===== src/rtl/cam_msg_ctrl.sv =====
// Message-framing front end for a CAM: writes tagged words into CAM slots, tracks
// complete messages in a descriptor queue and runs fixed-latency searches over the head message.
module cam_msg_ctrl #(
   parameter int DATA_WIDTH = 32,
   parameter int ADDR_WIDTH = 5,
   parameter int DESC_DEPTH = 4,
   parameter int CAM_LAT    = 1
) (
   input  logic                  clk,
   input  logic                  rst,
   input  logic                  in_valid_i,
   output logic                  in_ready_o,
   input  logic [DATA_WIDTH-1:0] in_data_i,
   input  logic                  in_sop_i,
   input  logic                  in_eop_i,
   output logic                  msg_avail_o,
   output logic [ADDR_WIDTH-1:0] msg_start_o,
   output logic [ADDR_WIDTH-1:0] msg_end_o,
   input  logic                  msg_release_i,
   input  logic                  srch_req_i,
   input  logic [DATA_WIDTH-1:0] srch_key_i,
   output logic                  srch_ack_o,
   output logic                  srch_hit_o,
   output logic [ADDR_WIDTH-1:0] srch_index_o,
   output logic                  cam_write_o,
   output logic [ADDR_WIDTH-1:0] cam_write_index_o,
   output logic [DATA_WIDTH-1:0] cam_write_data_o,
   output logic [ADDR_WIDTH-1:0] cam_start_o,
   output logic [ADDR_WIDTH-1:0] cam_end_o,
   output logic                  cam_search_o,
   output logic [DATA_WIDTH-1:0] cam_search_data_o,
   input  logic                  cam_search_valid_i,
   input  logic [ADDR_WIDTH-1:0] cam_search_index_i,
   output logic                  full_o,
   output logic                  err_o
);

   localparam int CAM_DEPTH = 1 << ADDR_WIDTH;
   localparam int UW        = ADDR_WIDTH + 1;
   localparam int QW        = (DESC_DEPTH > 1) ? $clog2(DESC_DEPTH) : 1;
   localparam int CW        = $clog2(DESC_DEPTH + 1);
   localparam int LW        = (CAM_LAT > 1) ? $clog2(CAM_LAT) : 1;

   typedef enum logic [1:0] {IDLE, ISSUE, WAIT, RESP} state_t;

   state_t                state, state_n;
   logic [ADDR_WIDTH-1:0] wr_ptr, open_start;
   logic                  open_flag;
   logic [UW-1:0]         used;
   logic [ADDR_WIDTH-1:0] desc_start [DESC_DEPTH];
   logic [ADDR_WIDTH-1:0] desc_end   [DESC_DEPTH];
   logic [QW-1:0]         head, tail;
   logic [CW-1:0]         desc_count;
   logic [DATA_WIDTH-1:0] key_q;
   logic                  hit_q;
   logic [ADDR_WIDTH-1:0] idx_q;
   logic [LW-1:0]         wait_cnt;

   logic                  accept, release_ok, push, err_ev, open_n, word_cnt;
   logic [ADDR_WIDTH-1:0] wr_idx, wr_ptr_n, open_start_n, push_start, head_start, head_end;
   logic [UW-1:0]         sub_partial, rel_len, used_n;

   function automatic logic [QW-1:0] q_inc(input logic [QW-1:0] p);
      return (p == QW'(DESC_DEPTH - 1)) ? '0 : p + 1'b1;
   endfunction

   assign accept      = in_valid_i & in_ready_o;
   assign in_ready_o  = (used < UW'(CAM_DEPTH)) && (desc_count < CW'(DESC_DEPTH));
   assign full_o      = (used == UW'(CAM_DEPTH));
   assign msg_avail_o = (desc_count != '0);
   assign head_start  = desc_start[head];
   assign head_end    = desc_end[head];
   assign msg_start_o = msg_avail_o ? head_start : '0;
   assign msg_end_o   = msg_avail_o ? head_end : '0;
   assign release_ok  = msg_release_i & msg_avail_o & (state == IDLE);
   assign rel_len     = {1'b0, head_end - head_start} + UW'(1);

   assign cam_write_o       = accept;
   assign cam_write_index_o = wr_idx;
   assign cam_write_data_o  = in_data_i;
   assign cam_search_data_o = key_q;

   always_comb begin
      wr_idx       = wr_ptr;
      wr_ptr_n     = wr_ptr;
      open_n       = open_flag;
      open_start_n = open_start;
      push         = 1'b0;
      push_start   = open_start;
      word_cnt     = 1'b0;
      sub_partial  = '0;
      err_ev       = 1'b0;
      if (accept) begin
         if (in_sop_i) begin
            // A sop inside an open message rewinds over the partial words it abandons.
            if (open_flag) begin
               wr_idx      = open_start;
               sub_partial = {1'b0, wr_ptr - open_start};
               err_ev      = 1'b1;
            end
            wr_ptr_n     = wr_idx + 1'b1;
            word_cnt     = 1'b1;
            open_start_n = wr_idx;
            push_start   = wr_idx;
            push         = in_eop_i;
            open_n       = ~in_eop_i;
         end else if (open_flag) begin
            wr_ptr_n = wr_ptr + 1'b1;
            word_cnt = 1'b1;
            push     = in_eop_i;
            open_n   = ~in_eop_i;
         end else begin
            err_ev = 1'b1;
         end
      end
      if (msg_release_i && !release_ok) err_ev = 1'b1;
      used_n = used + UW'(word_cnt) - sub_partial - (release_ok ? rel_len : '0);
   end

   always_ff @(posedge clk or posedge rst) begin
      if (rst) begin
         wr_ptr     <= '0;
         open_start <= '0;
         open_flag  <= 1'b0;
         used       <= '0;
         head       <= '0;
         tail       <= '0;
         desc_count <= '0;
         err_o      <= 1'b0;
         for (int unsigned i = 0; i < DESC_DEPTH; i++) begin
            desc_start[i] <= '0;
            desc_end[i]   <= '0;
         end
      end else begin
         wr_ptr     <= wr_ptr_n;
         open_start <= open_start_n;
         open_flag  <= open_n;
         used       <= used_n;
         err_o      <= err_ev;
         desc_count <= desc_count + CW'(push) - CW'(release_ok);
         if (push) begin
            desc_start[tail] <= push_start;
            desc_end[tail]   <= wr_idx;
            tail             <= q_inc(tail);
         end
         if (release_ok) head <= q_inc(head);
      end
   end

   always_ff @(posedge clk or posedge rst) begin
      if (rst) begin
         state    <= IDLE;
         key_q    <= '0;
         hit_q    <= 1'b0;
         idx_q    <= '0;
         wait_cnt <= '0;
      end else begin
         state <= state_n;
         if (state == IDLE && state_n == ISSUE) key_q <= srch_key_i;
         wait_cnt <= (state == WAIT) ? wait_cnt + 1'b1 : '0;
         if (state == WAIT && state_n == RESP) begin
            hit_q <= cam_search_valid_i;
            idx_q <= cam_search_index_i;
         end
      end
   end

   always_comb begin
      state_n      = state;
      cam_search_o = 1'b0;
      cam_start_o  = '0;
      cam_end_o    = '1;
      srch_ack_o   = 1'b0;
      srch_hit_o   = 1'b0;
      srch_index_o = '0;
      case (state)
         IDLE: begin
            if (srch_req_i && msg_avail_o && !msg_release_i) state_n = ISSUE;
         end
         ISSUE: begin
            cam_search_o = 1'b1;
            cam_start_o  = head_start;
            cam_end_o    = head_end;
            state_n      = WAIT;
         end
         WAIT: begin
            if (wait_cnt == LW'(CAM_LAT - 1)) state_n = RESP;
         end
         RESP: begin
            srch_ack_o   = 1'b1;
            srch_hit_o   = hit_q;
            srch_index_o = idx_q;
            state_n      = IDLE;
         end
         default: state_n = IDLE;
      endcase
   end

endmodule

===== config.mk =====
export PLATFORM = sky130hd
export DESIGN_NAME = cam_msg_ctrl
export DESIGN_NICKNAME = d
export VERILOG_FILES = /design/src/rtl/cam_msg_ctrl.sv
export SDC_FILE = /design/constraint.sdc
export NUM_CORES = 1
export LEC_CHECK = 0
export ABC_AREA = 1
export CAP_MARGIN = 30
export CORE_ASPECT_RATIO = 1.75
export CORE_MARGIN = 1.5
export CORE_UTILIZATION = 50
export CTS_CLUSTER_SIZE = 40
export DETAILED_ROUTE_END_ITERATION = 10
export PLACE_DENSITY = 0.88
export SLEW_MARGIN = 10
export SYNTH_ARGS = -nofsm -noshare
export SYNTH_HDL_FRONTEND = slang
export SYNTH_SLANG_ARGS = --single-unit

===== constraint.sdc =====
create_clock -name clk -period 9.2 [get_ports clk]
set_input_delay 1.38 -clock clk [delete_from_list [all_inputs] [get_ports clk]]
set_output_delay 1.38 -clock clk [all_outputs]
set_load 0.02 [all_outputs]

==> results of run 1 <==
[sequential cells by signal, indices dropped and copies added (netlist names)]
signal             flops
cam_search_data_o     32
desc_count             3
desc_end              20
desc_start            20
err_o                  1
head                   2
hit_q                  1
idx_q                  5
open_flag              1
open_start             5
state                  2
tail                   2
used                   6
wait_cnt               1
wr_ptr                 5
[worst min-delay path by stage]
stage | endpoint | slack, ns
finish | cam_search_data_o[19] | 0.47
global route | cam_search_data_o[18] | 0.49
CTS | cam_search_data_o[19] | 0.47
detailed placement | cam_search_data_o[19] | 0.46
global placement | cam_search_data_o[9] | 0.45
floorplan | desc_end[5] | 0.45
[kinds of logic (layout without fill, tap and decap cells)]
| logic type | Yosys count | count (layout) | synth area share [%] |
|---|---|---|---|
| AND/OR/NAND/NOR | 309 | 309 | 21.4 |
| flip-flops | 106 | 106 | 43.7 |
| XOR/XNOR | 8 | 8 | 1.16 |
| buffers and inverters | 147 | 229 | 11.6 |
| AO/OA/AOI/OAI | 83 | 83 | 7.39 |
| multiplexers | 28 | 28 | 5.18 |
| adder cells (fa/ha/maj) | 41 | 41 | 9.57 |
[worst reg2reg max path, stage by stage, from the launching register on]
cell	delay (ns)
dfrtp_1	0.99
inv_1	0.46
nand2_1	0.15
a32oi_1	0.09
ha_1	0.26
fa_1	0.54
inv_1	0.06
ha_1	0.26
inv_1	0.05
nor2_1	0.04
ha_1	0.31
fa_1	0.45
inv_1	0.06
ha_1	0.15
inv_1	0.05
fa_1	0.40
o21ai_0	0.31
inv_1	0.08
nand2_1	0.07
nand2_1	0.06
inv_1	0.06
nand3_1	0.07
nand2_1	0.08
inv_1	0.04
[per-layer routing]
metal	routed length [µm]	vias up	part of all wire, %
met5	0	-	0
met4	624	0	4.5
met3	821	56	5.9
met2	7360	199	53
met1	5140	2337	37
li1	-	2413	-
[cell type report]
cell class,instances,area [µm²]
Fill cell,962,4540
Multi-Input combinational cell,469,2710
Sequential cell,106,2650
Timing Repair Buffer,117,1180
Inverter,96,365
Clock buffer,10,239
Tap cell,137,171
Clock inverter,6,72.6
[power groups by stage]
stage / logic [mW] / registers (mW) / clock network [mW]
floorplan: 1.32 / 0.866 / 0
global placement: 1.91 / 0.831 / 0
detailed placement: 1.99 / 0.837 / 0
CTS: 2.00 / 0.833 / 0.401
global route: 2.23 / 0.860 / 0.421
finish: 2.00 / 0.835 / 0.396
[through the flow]
stage	std cells	utilization [%]	hold slack (ns)	total power [mW]
floorplan	722	-	0.452	2.18
global placement	924	59.1	0.452	2.74
detailed placement	925	59.4	0.459	2.82
CTS	941	62.0	0.475	3.23
global route	941	62.0	0.486	3.51
finish	941	62.0	0.472	3.23
[layout by cell type (no fill, tap or decap), types with 3 or more instances in the layout]
master           count
nor2_1              52
o22ai_1              3
nand3_1             59
mux2_1              22
fa_1                 9
inv_2                6
nand2_1            183
nor2_4               3
a32oi_1              5
inv_1               86
o21ai_1              9
mux2_2               5
dfrtp_1            106
clkdlybuf4s50_1    114
o21ai_0             38
a21oi_1             23
xnor2_1              5
xor2_1               3
clkbuf_16            9
nor2_2               4
ha_1                32
==> reports/results.tsv, run 1 <==
stage	metric	value	unit
outcome	status	finished, final reports clean	
critical_path	timing.rr.end	used[5]	
yosys	syn_avg_cell_area	8.40	µm²
yosys	synth_seq_cells	106	
final_layout	final_cell_area	7400	µm²
timing	setup_viol	0	
power	powerDensity	436	nW/µm²
critical_path	endpoint_kind	flop	
critical_path	path_depth	23	
clock_network	cts_setup_buffers	0	
power	p_int	1.70	mW
yosys	synth_area	6060	µm²
yosys	synth_nets	840	
detailed_routing	postRouteAntennaNets	0	
die	io_pins	179	
die	dieArea	12800	µm²
timing	worstMarginPinSlew	0.977	ns
placed_design	port_buffers	114	
die	start_util	50.8	%
min_path	hold_depth	2	
clock_network	clk_pin_slew	0.07	ns
critical_path	cp-start-kind	flop	
yosys	synth_area_leaders	dfrtp_1, nand2_1, ha_1	
power	power_switching	1.53	mW
clock_network	cts_tree	done	
flow_run	cap_violations	0	
critical_path	cp-startpoint	head[0]	
critical_path	slowest_delay	0.99	ns
yosys	yosys_warnings	0	
placed_design	gp_congestion	0.922	
global_routing	grt_util_met3	3.94	%
yosys	ys_async_sr_fraction	100	%
timing	fin_crit_sh	56.1	%
global_routing	use_met1	24.9	%
yosys	synth_top_area_share	43.7	%
timing	period_needed	5.16	ns
power	power.share.clock	12.3	%
clock_network	ctsResizeCount	0	
yosys	ys.flop_type	dfrtp_1	
global_routing	antenna_found_initial	0	
critical_path	r2r_cells	23	
yosys	synth_edf_count	0	
critical_path	worst_path_most_repeated_cell	inv_1	
critical_path	crit_required	9.45	ns
power	combPwrFrac	61.9	%
critical_path	slowest_stage	dfrtp_1	
critical_path	critPathMaxFanout	33	
yosys	synthCells	722	
detailed_routing	drt_iter0_markers	362	
die	die_width	86.2	µm
critical_path	endpoint	used[5]	
yosys	synthTopCellsByCount	nand2_1, dfrtp_1, inv_1, nand3_1, nor2_1	
global_routing	busiest_layer	met2	
timing	drv_slew	0	
power	total_leakage_power	3.69	nW
global_routing	grt.total_usage	22.6	%
timing	hold_violations	0	
critical_path	reg2reg_slack	4.04	ns
placed_design	dp_slack	4.14	ns
critical_path	cp.buffers_inverters	8	
min_path	min_from	cam_search_data_o[19]	
clock_network	cts_buffer_depth	2	
critical_path	cp_top_family	adder cells	
global_routing	grt_pass1_vias	4965	
clock_network	hold_buffers	0	
placed_design	dpl.hpwl	10.5	mm
clock_network	clock_sinks	106	
final_layout	syn2layout_area_growth	22.0	%
timing	tns	0	ns
die	dieHeight	149	µm
clock_network	h-tree-depth	3	
die	num_rows	53	
min_path	hold_class	flop to flop	
detailed_routing	wl	13.9	mm
yosys	netlist-cell-type-count	35	
power	p_seq_share	25.9	%
final_layout	layout-drive-gt1-share	5.22	%
yosys	synth-seq-area-share	43.7	%
global_routing	grt_util_met2	40.3	%
yosys	synth_most_common_cell	nand2_1	
detailed_routing	drt-pass1-iter-count	5	
clock_network	cts_inserted_buffers	9	
critical_path	crit_type	flop to flop	
global_routing	grt_pass1_wl	22.7	mm
timing	rsz0062_at_grt	false	
critical_path	crit_chain	inv_1 > nand2_1 > a32oi_1 > ha_1 > fa_1 > inv_1 > ha_1 > inv_1 > nor2_1 > ha_1 > fa_1 > inv_1 > ha_1 > inv_1 > fa_1 > o21ai_0 > inv_1 > nand2_1 > nand2_1 > inv_1 > nand3_1 > nand2_1 > inv_1	
final_layout	diodes	0	
die	core	11900	µm²
final_layout	nNetsFinal	917	
timing	slew_headroom	34.9	%
clock_network	clock_latency	0.35	ns
yosys	synth_top_area_cell	dfrtp_1	
detailed_routing	drc	0	
clock_network	clockRootBuffer	clkbuf_16	
timing	fmax	194	MHz
timing	fin_skew	0.0111	ns
placed_design	placed_area	7080	µm²
detailed_routing	viasPerCell	5.32	
critical_path	timing.rr.start	head[0]	
critical_path	arrival	5.41	ns
power	ir_worst_vdd	0.000332	V
global_routing	grt_start_max_net_pins	64	
power	swShare	47.3	%
detailed_routing	post_drt_wl_per_cell	14.8	µm
detailed_routing	routed-via-count	5005	
timing	setup_ws	4.04	ns
global_routing	overflow	0	
Power figures use the tool's default switching activity.
==> run 2, diff against run 1 <==
Settings changed: CORE_UTILIZATION 50 to 48, PLACE_DENSITY 0.88 to 0.85.
Clock period 9.2 ns to 4.8 ns, I/O delays scaled along.
==> run 2 against run 1 <==
Die area rose by 4.0%. First-iteration DRC count increased by 13%. Count of clock-buffer cells in the layout is the same. Largest power group unchanged.
==> reports/results.tsv, run 2 (synthesis results as in run 1) <==
stage	metric	value	unit
outcome	status	finished, final reports clean	
detailed_routing	routed-via-count	4952	
detailed_routing	drt-pass1-iter-count	4	
critical_path	crit_type	flop to flop	
timing	whs	0.474	ns
timing	slew_headroom	37.5	%
critical_path	crit_required	5.04	ns
clock_network	h-tree-depth	3	
critical_path	endpoint_kind	flop	
global_routing	antenna_found_initial	0	
final_layout	nNetsFinal	922	
critical_path	worst_path_most_repeated_cell	inv_1	
global_routing	grt_pass1_vias	4927	
timing	fin_skew	0.0112	ns
placed_design	dpl.hpwl	10.9	mm
final_layout	diodes	0	
placed_design	port_buffers	114	
clock_network	clk_pin_slew	0.08	ns
power	ir_worst_vdd	0.000362	V
flow_run	cap_violations	0	
clock_network	cts_buffer_depth	2	
detailed_routing	drt_iter0_markers	409	
die	num_rows	54	
global_routing	grt.total_usage	22.6	%
final_layout	fillers	1067	
timing	fmax	227	MHz
critical_path	cp_top_family	adder cells	
final_layout	multi_input_area	2710	µm²
detailed_routing	wl	14.0	mm
final_layout	largest_register_ffs	32	
critical_path	slowest_stage	fa_1	
detailed_routing	drc	0	
clock_network	clockRootBuffer	clkbuf_16	
timing	worstMarginPinSlew	0.928	ns
clock_network	cts_tree	done	
clock_network	hold_buffers	0	
clock_network	clock_latency	0.35	ns
global_routing	grt_pass1_wl	23.0	mm
final_layout	finalCoreUtilization	60.1	%
detailed_routing	postRouteAntennaNets	0	
die	dieArea	13300	µm²
critical_path	cp-start-kind	flop	
detailed_routing	viasPerCell	5.07	
timing	setup_viol	0	
critical_path	slowest_delay	0.54	ns
clock_network	cts_inserted_buffers	9	
timing	tns	0	ns
critical_path	critPathMaxFanout	17	
die	dieHeight	152	µm
final_layout	layout-drive-gt1-share	5.81	%
power	total_leakage_power	3.70	nW
timing	hold_violations	0	
final_layout	layout_common_cells	nand2_1, clkdlybuf4s50_1, dfrtp_1, inv_1, nand3_1	
clock_network	clock_sinks	106	
final_layout	regArea	2650	µm²
timing	period_needed	4.41	ns
global_routing	overflow	0	
die	start_util	49.0	%
timing	rsz0062_at_grt	false	
critical_path	arrival	4.66	ns
final_layout	syn2layout_area_growth	22.6	%
critical_path	cp.buffers_inverters	8	
min_path	hold_class	flop to flop	
global_routing	grt_start_max_net_pins	47	
power	powerDensity	825	nW/µm²
timing	fin_crit_sh	91.9	%
critical_path	crit_chain	buf_4 > a21oi_1 > a32oi_1 > ha_1 > fa_1 > inv_1 > ha_1 > inv_1 > nor2_1 > ha_1 > fa_1 > inv_1 > ha_1 > inv_1 > fa_1 > o21ai_0 > inv_1 > nand2_1 > nand2_1 > inv_1 > nand3_1 > nand2_1 > inv_1	
detailed_routing	post_drt_wl_per_cell	14.3	µm
timing	drv_slew	0	
placed_design	gp_congestion	0.916	
die	core	12400	µm²
die	io_pins	179	
die	die_width	88.0	µm
final_layout	final_common_cell	nand2_1	
## run 2: cell count changes in the layout (fill, tap and decap cells not counted), sizes merged
| cell | before | now |
|---|---|---|
| clkinv | 4 | 2 |
| clkinvlp | 1 | 0 |
| inv | 96 | 100 |
| buf | 3 | 8 |
| bufinv | 1 | 0 |
## run 2: worst paths after layout
kind                                  startpoint                    end  slack, ns  cells after the start
max                                      head[0]                used[5]       0.39                     23
min                        cam_search_data_o[14]  cam_search_data_o[14]       0.47                      2
max reg2reg                              head[0]                used[5]       0.39                     23
min reg2reg                cam_search_data_o[14]  cam_search_data_o[14]       0.47                      2
max in group asynchronous                    rst                head[0]       3.30                      3
min in group asynchronous                    rst  cam_search_data_o[18]       0.65                      2
## run 2: metal layers
layer,vias up,wire length [µm],track usage (%)
met2,166,7290,39.9
met4,0,611,12.1
met1,2309,5310,24.7
li1,2429,-,-
met3,48,771,4.82
met5,-,0,0
## run 2: metrics by stage
step	cell area (µm²)	std cells	total power [mW]	setup WS, ns
finish	7430	977	6.13	0.387
global route	7430	977	6.73	0.00288
CTS	7430	977	6.15	0.313
detailed placement	7150	961	5.42	0.332
global placement	7130	960	5.30	0.404
floorplan	6060	722	4.19	0.519
## run 2: what timing repair did
item                                    in CTS  in global routing
endpoints found under the setup margin       0                  1
gates resized for setup                      0                  1
buffers inserted                             0                  0
## run 2: cell type report
| class | count | share of cell area (%) |
|---|---|---|
| sequential | 106 | 35.7 |
| multi-input combinational | 469 | 36.5 |
| clock inverter | 6 | 0.741 |
| timing repair buffer | 122 | 16.3 |
| inverter | 96 | 4.91 |
| tap | 168 | 2.83 |
| clock buffer | 10 | 3.08 |
## run 2: worst register-to-register path: stages (launching register included)
cell and delay, ns:
dfrtp_2 0.50, buf_4 0.23, a21oi_1 0.14, a32oi_1 0.09, ha_1 0.26, fa_1 0.54
inv_1 0.06, ha_1 0.26, inv_1 0.05, nor2_1 0.04, ha_1 0.31, fa_1 0.46
inv_1 0.07, ha_1 0.16, inv_1 0.05, fa_1 0.40, o21ai_0 0.25, inv_1 0.07
nand2_1 0.07, nand2_1 0.06, inv_1 0.05, nand3_1 0.07, nand2_1 0.07, inv_1 0.04
## run 2: report_power, final
group | switching, mW | leakage (nW) | internal (mW)
clock | 0.351 | 0.141 | 0.366
combinational | 2.30 | 2.26 | 1.53
sequential | 0.271 | 1.30 | 1.31
total | 2.93 | 3.70 | 3.21
